$ cat src/rtl/wasm_fetch_pkg.sv
// wasm_fetch_pkg
// Shared types and constants for the WebAssembly instruction fetch stage:
// the fetch FSM states, the sticky fault codes, the immediate class of an
// opcode and the table that maps opcodes onto those classes.
package wasm_fetch_pkg;

    typedef enum logic [2:0] {
        S_IDLE,
        S_REQ,
        S_DECODE,
        S_OUT,
        S_FAULT
    } state_e;

    typedef enum logic [1:0] {
        F_NONE      = 2'd0,
        F_BOUNDS    = 2'd1,
        F_MALFORMED = 2'd2
    } fault_e;

    typedef enum logic [1:0] {
        IMM_NONE,
        IMM_ULEB,
        IMM_SLEB
    } imm_class_e;

    localparam logic [7:0] OP_BR         = 8'h0C;
    localparam logic [7:0] OP_BR_IF      = 8'h0D;
    localparam logic [7:0] OP_CALL       = 8'h10;
    localparam logic [7:0] OP_LOCAL_GET  = 8'h20;
    localparam logic [7:0] OP_GLOBAL_SET = 8'h24;
    localparam logic [7:0] OP_I32_CONST  = 8'h41;

    // Opcodes 0x20..0x24 are the local/global access group, all ULEB indices.
    function automatic imm_class_e imm_class(input logic [7:0] opcode);
        if (opcode == OP_I32_CONST) begin
            return IMM_SLEB;
        end
        if (opcode == OP_BR || opcode == OP_BR_IF || opcode == OP_CALL ||
            (opcode >= OP_LOCAL_GET && opcode <= OP_GLOBAL_SET)) begin
            return IMM_ULEB;
        end
        return IMM_NONE;
    endfunction

endpackage

$ cat src/rtl/wasm_fetch_unit_leb128_decode.sv
// leb128_decode
// Combinational LEB128 decoder for up to five immediate bytes.
// Ports:
//   bytes_i     [39:0]  byte 1 in [39:32] through byte 5 in [7:0]
//   signed_i            decode as SLEB (sign-extend) instead of ULEB
//   value_o     [31:0]  decoded value
//   len_o       [2:0]   number of LEB bytes consumed (1..5; 5 when unterminated)
//   malformed_o         no terminator, or 5th byte carries bits that do not fit 32 bits
module leb128_decode (
    input  logic [39:0] bytes_i,
    input  logic        signed_i,
    output logic [31:0] value_o,
    output logic [2:0]  len_o,
    output logic        malformed_o
);

    logic [34:0]        raw;
    logic               found;
    logic [5:0]         shamt;
    logic signed [34:0] extended;
    logic [7:0]         lastByte;

    // Gather 7-bit groups up to and including the first byte whose
    // continuation bit is clear.
    always_comb begin
        raw   = '0;
        found = 1'b0;
        len_o = 3'd5;
        for (int k = 0; k < 5; k++) begin
            if (!found) begin
                raw[7*k +: 7] = bytes_i[38-8*k -: 7];
                if (!bytes_i[39-8*k]) begin
                    found = 1'b1;
                    len_o = 3'(k + 1);
                end
            end
        end
    end

    // Sign extension: shift the top payload bit to bit 34, then shift back
    // arithmetically. A five-byte value already spans the full 32 bits.
    always_comb begin
        unique case (len_o)
            3'd1:    shamt = 6'd28;
            3'd2:    shamt = 6'd21;
            3'd3:    shamt = 6'd14;
            3'd4:    shamt = 6'd7;
            default: shamt = 6'd0;
        endcase
        extended = $signed(raw << shamt) >>> shamt;
        value_o  = signed_i ? extended[31:0] : raw[31:0];
    end

    // Bits 32..34 of a five-byte value must be zero (ULEB) or copies of
    // bit 31 (SLEB), otherwise the encoding overflows 32 bits.
    always_comb begin
        lastByte    = bytes_i[7:0];
        malformed_o = !found;
        if (found && len_o == 3'd5) begin
            if (signed_i) begin
                malformed_o = lastByte[6:4] != {3{lastByte[3]}};
            end else begin
                malformed_o = lastByte[6:4] != 3'b000;
            end
        end
    end

endmodule

$ cat src/rtl/wasm_fetch_unit.sv
// wasm_fetch_unit
// Instruction fetch stage sitting in front of the byte ROM. Each instruction
// costs one six-byte window request, a decode cycle and an output cycle where
// {opcode, imm, pc} is offered to the decoder on a valid/ready handshake.
// Ports:
//   clk_i, rst_i                     clock, synchronous active-high reset
//   start_i, start_pc_i              begin fetching (IDLE or FAULT only)
//   code_lo_i, code_hi_i             legal code window, latched at start
//   redirect_i, redirect_pc_i        abort current fetch, continue at target
//   rom_addr_o/extra_o/lower_o/upper_o  ROM request side
//   rom_data_i, rom_error_i          ROM response, valid in DECODE
//   out_valid_o/ready_i/opcode_o/imm_o/has_imm_o/pc_o  decoder handshake
//   busy_o                           fetch in progress
//   fault_o                          sticky fault: 0 none, 1 bounds, 2 malformed
module wasm_fetch_unit
    import wasm_fetch_pkg::*;
#(
    parameter int AW    = 4,
    parameter int DW    = 8,
    parameter int EXTRA = 4
) (
    input  logic                    clk_i,
    input  logic                    rst_i,
    input  logic                    start_i,
    input  logic [AW:0]             start_pc_i,
    input  logic [AW:0]             code_lo_i,
    input  logic [AW:0]             code_hi_i,
    input  logic                    redirect_i,
    input  logic [AW:0]             redirect_pc_i,
    output logic [AW:0]             rom_addr_o,
    output logic [EXTRA-1:0]        rom_extra_o,
    output logic [AW:0]             rom_lower_o,
    output logic [AW:0]             rom_upper_o,
    input  logic [(2**EXTRA)*DW-1:0] rom_data_i,
    input  logic                    rom_error_i,
    output logic                    out_valid_o,
    input  logic                    out_ready_i,
    output logic [7:0]              out_opcode_o,
    output logic [31:0]             out_imm_o,
    output logic                    out_has_imm_o,
    output logic [AW:0]             out_pc_o,
    output logic                    busy_o,
    output logic [1:0]              fault_o
);

    state_e      state_q, state_d;
    logic [AW:0] pc_q, lo_q, hi_q, out_pc_q;
    logic [7:0]  opcode_q;
    logic [31:0] imm_q;
    logic        has_imm_q;
    logic [2:0]  len_q;
    fault_e      fault_q;

    logic [7:0]    opcodeByte;
    imm_class_e    immClass;
    logic          hasImm;
    logic [31:0]   lebValue;
    logic [2:0]    lebLen;
    logic          lebMalformed;
    logic [2:0]    instLen;
    logic [AW+1:0] lastAddr;
    logic          boundsErr, malformedErr, decodeErr;
    logic          canStart, takeRedirect, transfer;
    logic          unusedRomBits;

    assign opcodeByte = rom_data_i[47:40];
    assign immClass   = imm_class(opcodeByte);
    assign hasImm     = immClass != IMM_NONE;

    leb128_decode u_leb (
        .bytes_i     (rom_data_i[39:0]),
        .signed_i    (immClass == IMM_SLEB),
        .value_o     (lebValue),
        .len_o       (lebLen),
        .malformed_o (lebMalformed)
    );

    // Last byte address is computed one bit wider so an instruction running
    // past the top of the address space compares above code_hi.
    assign instLen      = hasImm ? lebLen + 3'd1 : 3'd1;
    assign lastAddr     = {1'b0, pc_q} + (AW+2)'(instLen) - (AW+2)'(1);
    assign boundsErr    = rom_error_i || (lastAddr > {1'b0, hi_q});
    assign malformedErr = hasImm && lebMalformed;
    assign decodeErr    = boundsErr || malformedErr;

    assign canStart     = start_i && (state_q == S_IDLE || state_q == S_FAULT);
    assign takeRedirect = redirect_i && busy_o;
    assign transfer     = (state_q == S_OUT) && out_ready_i;
    assign unusedRomBits = ^rom_data_i[(2**EXTRA)*DW-1:48];

    // State register.
    always_ff @(posedge clk_i) begin
        if (rst_i) begin
            state_q <= S_IDLE;
        end else begin
            state_q <= state_d;
        end
    end

    // Next-state logic; a redirect while busy always restarts at REQ.
    always_comb begin
        state_d = state_q;
        unique case (state_q)
            S_IDLE:   if (start_i) state_d = S_REQ;
            S_REQ:    state_d = S_DECODE;
            S_DECODE: state_d = decodeErr ? S_FAULT : S_OUT;
            S_OUT:    if (out_ready_i) state_d = S_REQ;
            S_FAULT:  if (start_i) state_d = S_REQ;
            default:  state_d = S_IDLE;
        endcase
        if (takeRedirect) begin
            state_d = S_REQ;
        end
    end

    // Outputs decoded from state and registered datapath.
    always_comb begin
        out_valid_o   = state_q == S_OUT;
        busy_o        = (state_q != S_IDLE) && (state_q != S_FAULT);
        rom_addr_o    = pc_q;
        rom_extra_o   = EXTRA'(5);
        rom_lower_o   = lo_q;
        rom_upper_o   = hi_q;
        out_opcode_o  = opcode_q;
        out_imm_o     = imm_q;
        out_has_imm_o = has_imm_q;
        out_pc_o      = out_pc_q;
        fault_o       = fault_q;
    end

    // Datapath. pc holds the opcode address until the transfer so the ROM
    // address stays put under backpressure; a redirect overrides next_pc.
    always_ff @(posedge clk_i) begin
        if (rst_i) begin
            pc_q      <= '0;
            lo_q      <= '0;
            hi_q      <= '0;
            out_pc_q  <= '0;
            opcode_q  <= '0;
            imm_q     <= '0;
            has_imm_q <= 1'b0;
            len_q     <= '0;
            fault_q   <= F_NONE;
        end else begin
            if (canStart) begin
                pc_q    <= start_pc_i;
                lo_q    <= code_lo_i;
                hi_q    <= code_hi_i;
                fault_q <= F_NONE;
            end
            if (state_q == S_DECODE && !takeRedirect) begin
                if (boundsErr) begin
                    fault_q <= F_BOUNDS;
                end else if (malformedErr) begin
                    fault_q <= F_MALFORMED;
                end else begin
                    opcode_q  <= opcodeByte;
                    imm_q     <= hasImm ? lebValue : 32'd0;
                    has_imm_q <= hasImm;
                    out_pc_q  <= pc_q;
                    len_q     <= instLen;
                end
            end
            if (transfer) begin
                pc_q <= pc_q + (AW+1)'(len_q);
            end
            if (takeRedirect) begin
                pc_q <= redirect_pc_i;
            end
        end
    end

endmodule
$ cat config.mk
export PLATFORM = sky130hd
export DESIGN_NAME = wasm_fetch_unit
export DESIGN_NICKNAME = d
export VERILOG_FILES = /design/src/rtl/wasm_fetch_pkg.sv /design/src/rtl/wasm_fetch_unit_leb128_decode.sv /design/src/rtl/wasm_fetch_unit.sv
export SDC_FILE = /design/constraint.sdc
export NUM_CORES = 1
export LEC_CHECK = 0
export CORE_ASPECT_RATIO = 0.5
export CORE_UTILIZATION = 50
export CTS_CLUSTER_DIAMETER = 50
export DETAILED_ROUTE_END_ITERATION = 8
export HOLD_SLACK_MARGIN = 0.03
export MAX_ROUTING_LAYER = met4
export PLACE_DENSITY = 0.86
export SLEW_MARGIN = 20
export SYNTH_ARGS = -nofsm -noshare
export SYNTH_HDL_FRONTEND = slang
export SYNTH_SLANG_ARGS = --single-unit
$ cat constraint.sdc
create_clock -name clk_i -period 19 [get_ports clk_i]
set_clock_uncertainty 0.15 [all_clocks]
set_input_delay 3.8 -clock clk_i [delete_from_list [all_inputs] [get_ports clk_i]]
set_output_delay 3.8 -clock clk_i [all_outputs]
set_load 0.005 [all_outputs]
==> run metrics <==
leakage power=3.018 nW; Synth Area in Compound Gates=36.85%; post-synthesis average cell area=6.939 µm²; # rows=29; GRT Residual Overflow=0; post-layout min period=10.35 ns; layout cell share with drive strength beyond 1=6.604%; die height=83.75 µm; Placer Congestion=1.167; violated checks=design-rule violations; worst endpoint data arrival time=10.46 ns; post-CTS sizing=0; starting density of the core=52.03%; DIE AREA=13860 µm²; max frequency=96.61 MHz; status=finished with violations; Post-Place Cells=1214; mux share of post-synthesis cell area=4.587%; 1st-iter DRT viols=1716; Reg clk slew, reported paths=0.06 ns; Setup-failing EPs final=0; Sink Count=69; CTS Hold Bufs=0; worst hold endpoint=out_imm_o[27]$_SDFFE_PP0P_; sequential fraction of the synthesis area=20.67%; fin area=8364 µm²; number of buffers and inverters on the critical path=4; Layout fillers=1080; Final HPWL DP=23750 µm; WP data required=19.11 ns; RSZ-0062 raised after global routing=false; Peak supply drop=42.01 µV; DRC=46; vias per inst=7.195; Antenna Nets Post-Route=0; Post-synth EDFFs=0; drt first pass iters=9; Max clock buf depth=2; drt total wl=32720 µm; worst r2r dst=out_imm_o[14]$_SDFFE_PP0P_; Tcrit/Tclk final=54.48%; cell count along the critical path=21; core area=12840 µm²; CTS tree=built; Post-CTS Setup Repair Bufs=0; ys flop type=dfxtp_1; Final TNS setup=0 ns; post-synthesis adder-cell area fraction=4.344%; first-pass GRT wire length=48380 µm; post-route insts no fill=1231; worst rel slew slack=19.14%; later-pin clock latency in the skew report=0.34 ns; slowest CP cell=clkdlybuf4s50_1; largest net degree at the start of global routing=69; via count=8857; area of the multi-input gates=4842 µm²; crit path max fanout=53; cell count after synthesis=963; IO buf count=138; post-synthesis xor/xnor area fraction=0.6553%; CP top delay family=simple AND/OR/NAND/NOR gates; htree depth=3; Final Hold Viols=0; Netlist cell types=91; CTS Root Cell=clkbuf_16; post-placement cell area=8055 µm²; Hold Path Stages=2; initial antenna violation count=1; crit-path max cell delay=1.05 ns; Syn. warnings=0; Die W=165.5 µm; largest family of logic cells by synthesized area=compound AO/OA/AOI/OAI gates; FF-to-FF Start=rom_addr_o[1]$_SDFFE_PP0P_; IO Count=223; Routed wire per std cell=26.58 µm; cells along the critical path=clkdlybuf4s50_1 > and3_4 > inv_4 > ha_1 > or2_2 > ha_1 > inv_1 > ha_1 > a21o_1 > a21oi_1 > xnor2_1 > ha_1 > o22ai_1 > a21oi_1 > nor4_1 > o21ai_4 > buf_4 > or2_2 > nor2_1 > o21ai_0 > o22ai_1; critical path endpoint category=register; total power=0.5683 mW; hold_sp=out_imm_o[27]$_SDFFE_PP0P_; Worst setup SP type=input pin; Slew @ Worst Pin=1.200 ns; overall routing resource usage=47.74%; most used cell along the critical path=ha_1; Post-Syn Area=6683 µm²; HP Class=register to register; worst r2r path cells=17; Power Density=67.94 nW/µm²; Setup CP Type=input pin to register; FF/Latch Area=1381 µm²; max cap viols=0; simple-gate area share of the yosys netlist=25.46%; FF-to-FF setup slack=14.13 ns; Area growth, synth to finish=25.16%; nets=1231; max-slew violations=0; Yosys reg bits=69; ys async rst share=0%; CTS buffer count=9; vias in the first global route=8205
[power breakdown]
part           internal (mW)  total [mW]  switching [mW]
registers              0.149       0.154         0.00495
clock network          0.103       0.176          0.0724
logic                 0.0823       0.239           0.157
total                  0.334       0.568           0.234
[cell type report]
class	count	share of cell area [%]
multi-input combinational	790	57.89
timing repair buffer	155	17.98
sequential	69	16.51
clock buffer	9	2.693
tap	170	2.543
inverter	30	1.376
clock inverter	7	0.9723
antenna	1	0.02992
[placed cells by master (no fill, tap or decap), types with 8 or more instances in the layout]
| master | n |
|---|---|
| nand2b_1 | 8 |
| dfxtp_1 | 69 |
| o22ai_1 | 12 |
| a221oi_1 | 11 |
| nand2_1 | 135 |
| a21oi_1 | 102 |
| mux2i_1 | 18 |
| a22oi_1 | 18 |
| o211ai_1 | 17 |
| ha_1 | 20 |
| inv_1 | 28 |
| nor2b_1 | 13 |
| buf_4 | 17 |
| a211oi_1 | 24 |
| nand3_1 | 39 |
| nor3_1 | 21 |
| and2_1 | 13 |
| clkdlybuf4s50_1 | 137 |
| nor4_1 | 8 |
| and3_1 | 14 |
| nor2_1 | 84 |
| clkbuf_16 | 9 |
| a31oi_1 | 17 |
| o21ai_0 | 62 |
[cells in the mapped netlist (4+ instances only)]
cell type	instances	area [µm²]
a22o_1	4	35.03
o221ai_1	6	52.55
a21oi_1	102	510.5
nor2b_1	13	81.33
a22oi_1	18	135.1
buf_4	8	60.06
o31ai_1	7	52.55
o21ai_0	62	310.3
clkbuf_1	35	131.4
a211oi_1	24	180.2
nor4_1	8	50.05
buf_1	6	22.52
nor2_1	85	319.1
o2111ai_1	4	35.03
o211ai_1	17	127.6
buf_2	23	115.1
o32ai_1	4	35.03
mux2i_1	18	180.2
a311oi_1	5	43.79
o2bb2ai_1	5	43.79
a32oi_1	6	52.55
ha_1	20	250.2
o22ai_1	12	75.07
a221oi_1	11	96.34
nor3_1	21	105.1
or2_2	4	25.02
nand3_1	39	195.2
dfxtp_1	69	1381
or3_1	4	25.02
xnor2_1	4	35.03
buf_6	4	45.04
a31oi_1	17	106.4
and3_1	14	87.58
a21o_1	7	52.55
inv_1	28	105.1
and2_1	13	81.33
o21a_1	7	52.55
mux2_2	7	78.83
nand2b_1	8	50.05
nand2_1	135	506.7
[worst max-delay path by stage]
stage | from | slack, ns | to
after detailed placement | rom_data_i[31] | 8.63 | out_imm_o[14]$_SDFFE_PP0P_
after global routing | rom_data_i[31] | 8.44 | out_imm_o[14]$_SDFFE_PP0P_
after floorplan | rom_data_i[39] | 10.11 | out_imm_o[5]$_SDFFE_PP0P_
after CTS | rom_data_i[31] | 8.86 | out_imm_o[14]$_SDFFE_PP0P_
final | rom_data_i[31] | 8.65 | out_imm_o[14]$_SDFFE_PP0P_
after global placement | rom_data_i[31] | 8.67 | out_imm_o[14]$_SDFFE_PP0P_
[through the flow]
stage	setup slack, ns	hold WS, ns	util [%]
after floorplan	10.11	0.2845	-
after global placement	8.669	0.2772	62.71
after detailed placement	8.629	0.2885	62.71
after CTS	8.859	0.3017	65.10
after global routing	8.440	0.3247	65.12
final	8.649	0.3039	65.12
[worst reg2reg max path, cell delays in order, from the launching register on]
cell and delay [ns]:
dfxtp_1 0.45, inv_1 0.15, ha_1 0.30, inv_1 0.04, ha_1 0.21, fa_1 0.47
xor2_1 0.19, ha_1 0.30, o21a_1 0.11, o31ai_1 0.07, a21oi_1 0.16, nor4_1 0.64
o21ai_4 0.10, buf_4 0.34, or2_2 0.40, nor2_1 0.33, o21ai_0 0.23, o22ai_1 0.15
[state kept, by name, indices dropped and copies added (netlist names)]
register,flops
out_imm_o,32
out_opcode_o,8
out_pc_o,5
rom_addr_o,5
rom_lower_o,5
rom_upper_o,5
len_q,3
state_q,3
fault_o,2
out_has_imm_o,1
[metal layers]
metal | up-vias | track usage [%] | share of wire [%]
met1 | 4101 | 59.41 | 38
met2 | 799 | 66.06 | 40
met5 | - | - | 0
met4 | 0 | 19.34 | 5.0
li1 | 3761 | - | -
met3 | 196 | 21.66 | 17
[logic make-up (layout without fill, tap and decap cells)]
family | after synthesis | in the layout
AND/OR/NAND/NOR | 364 | 364
multiplexers | 28 | 28
adder cells (fa/ha/maj) | 22 | 22
XOR/XNOR | 5 | 5
buffers and inverters | 106 | 201
flip-flops | 69 | 69
AO/OA/AOI/OAI | 367 | 367
other | 2 | 5
No activity file was read; power rests on OpenSTA's default activity.
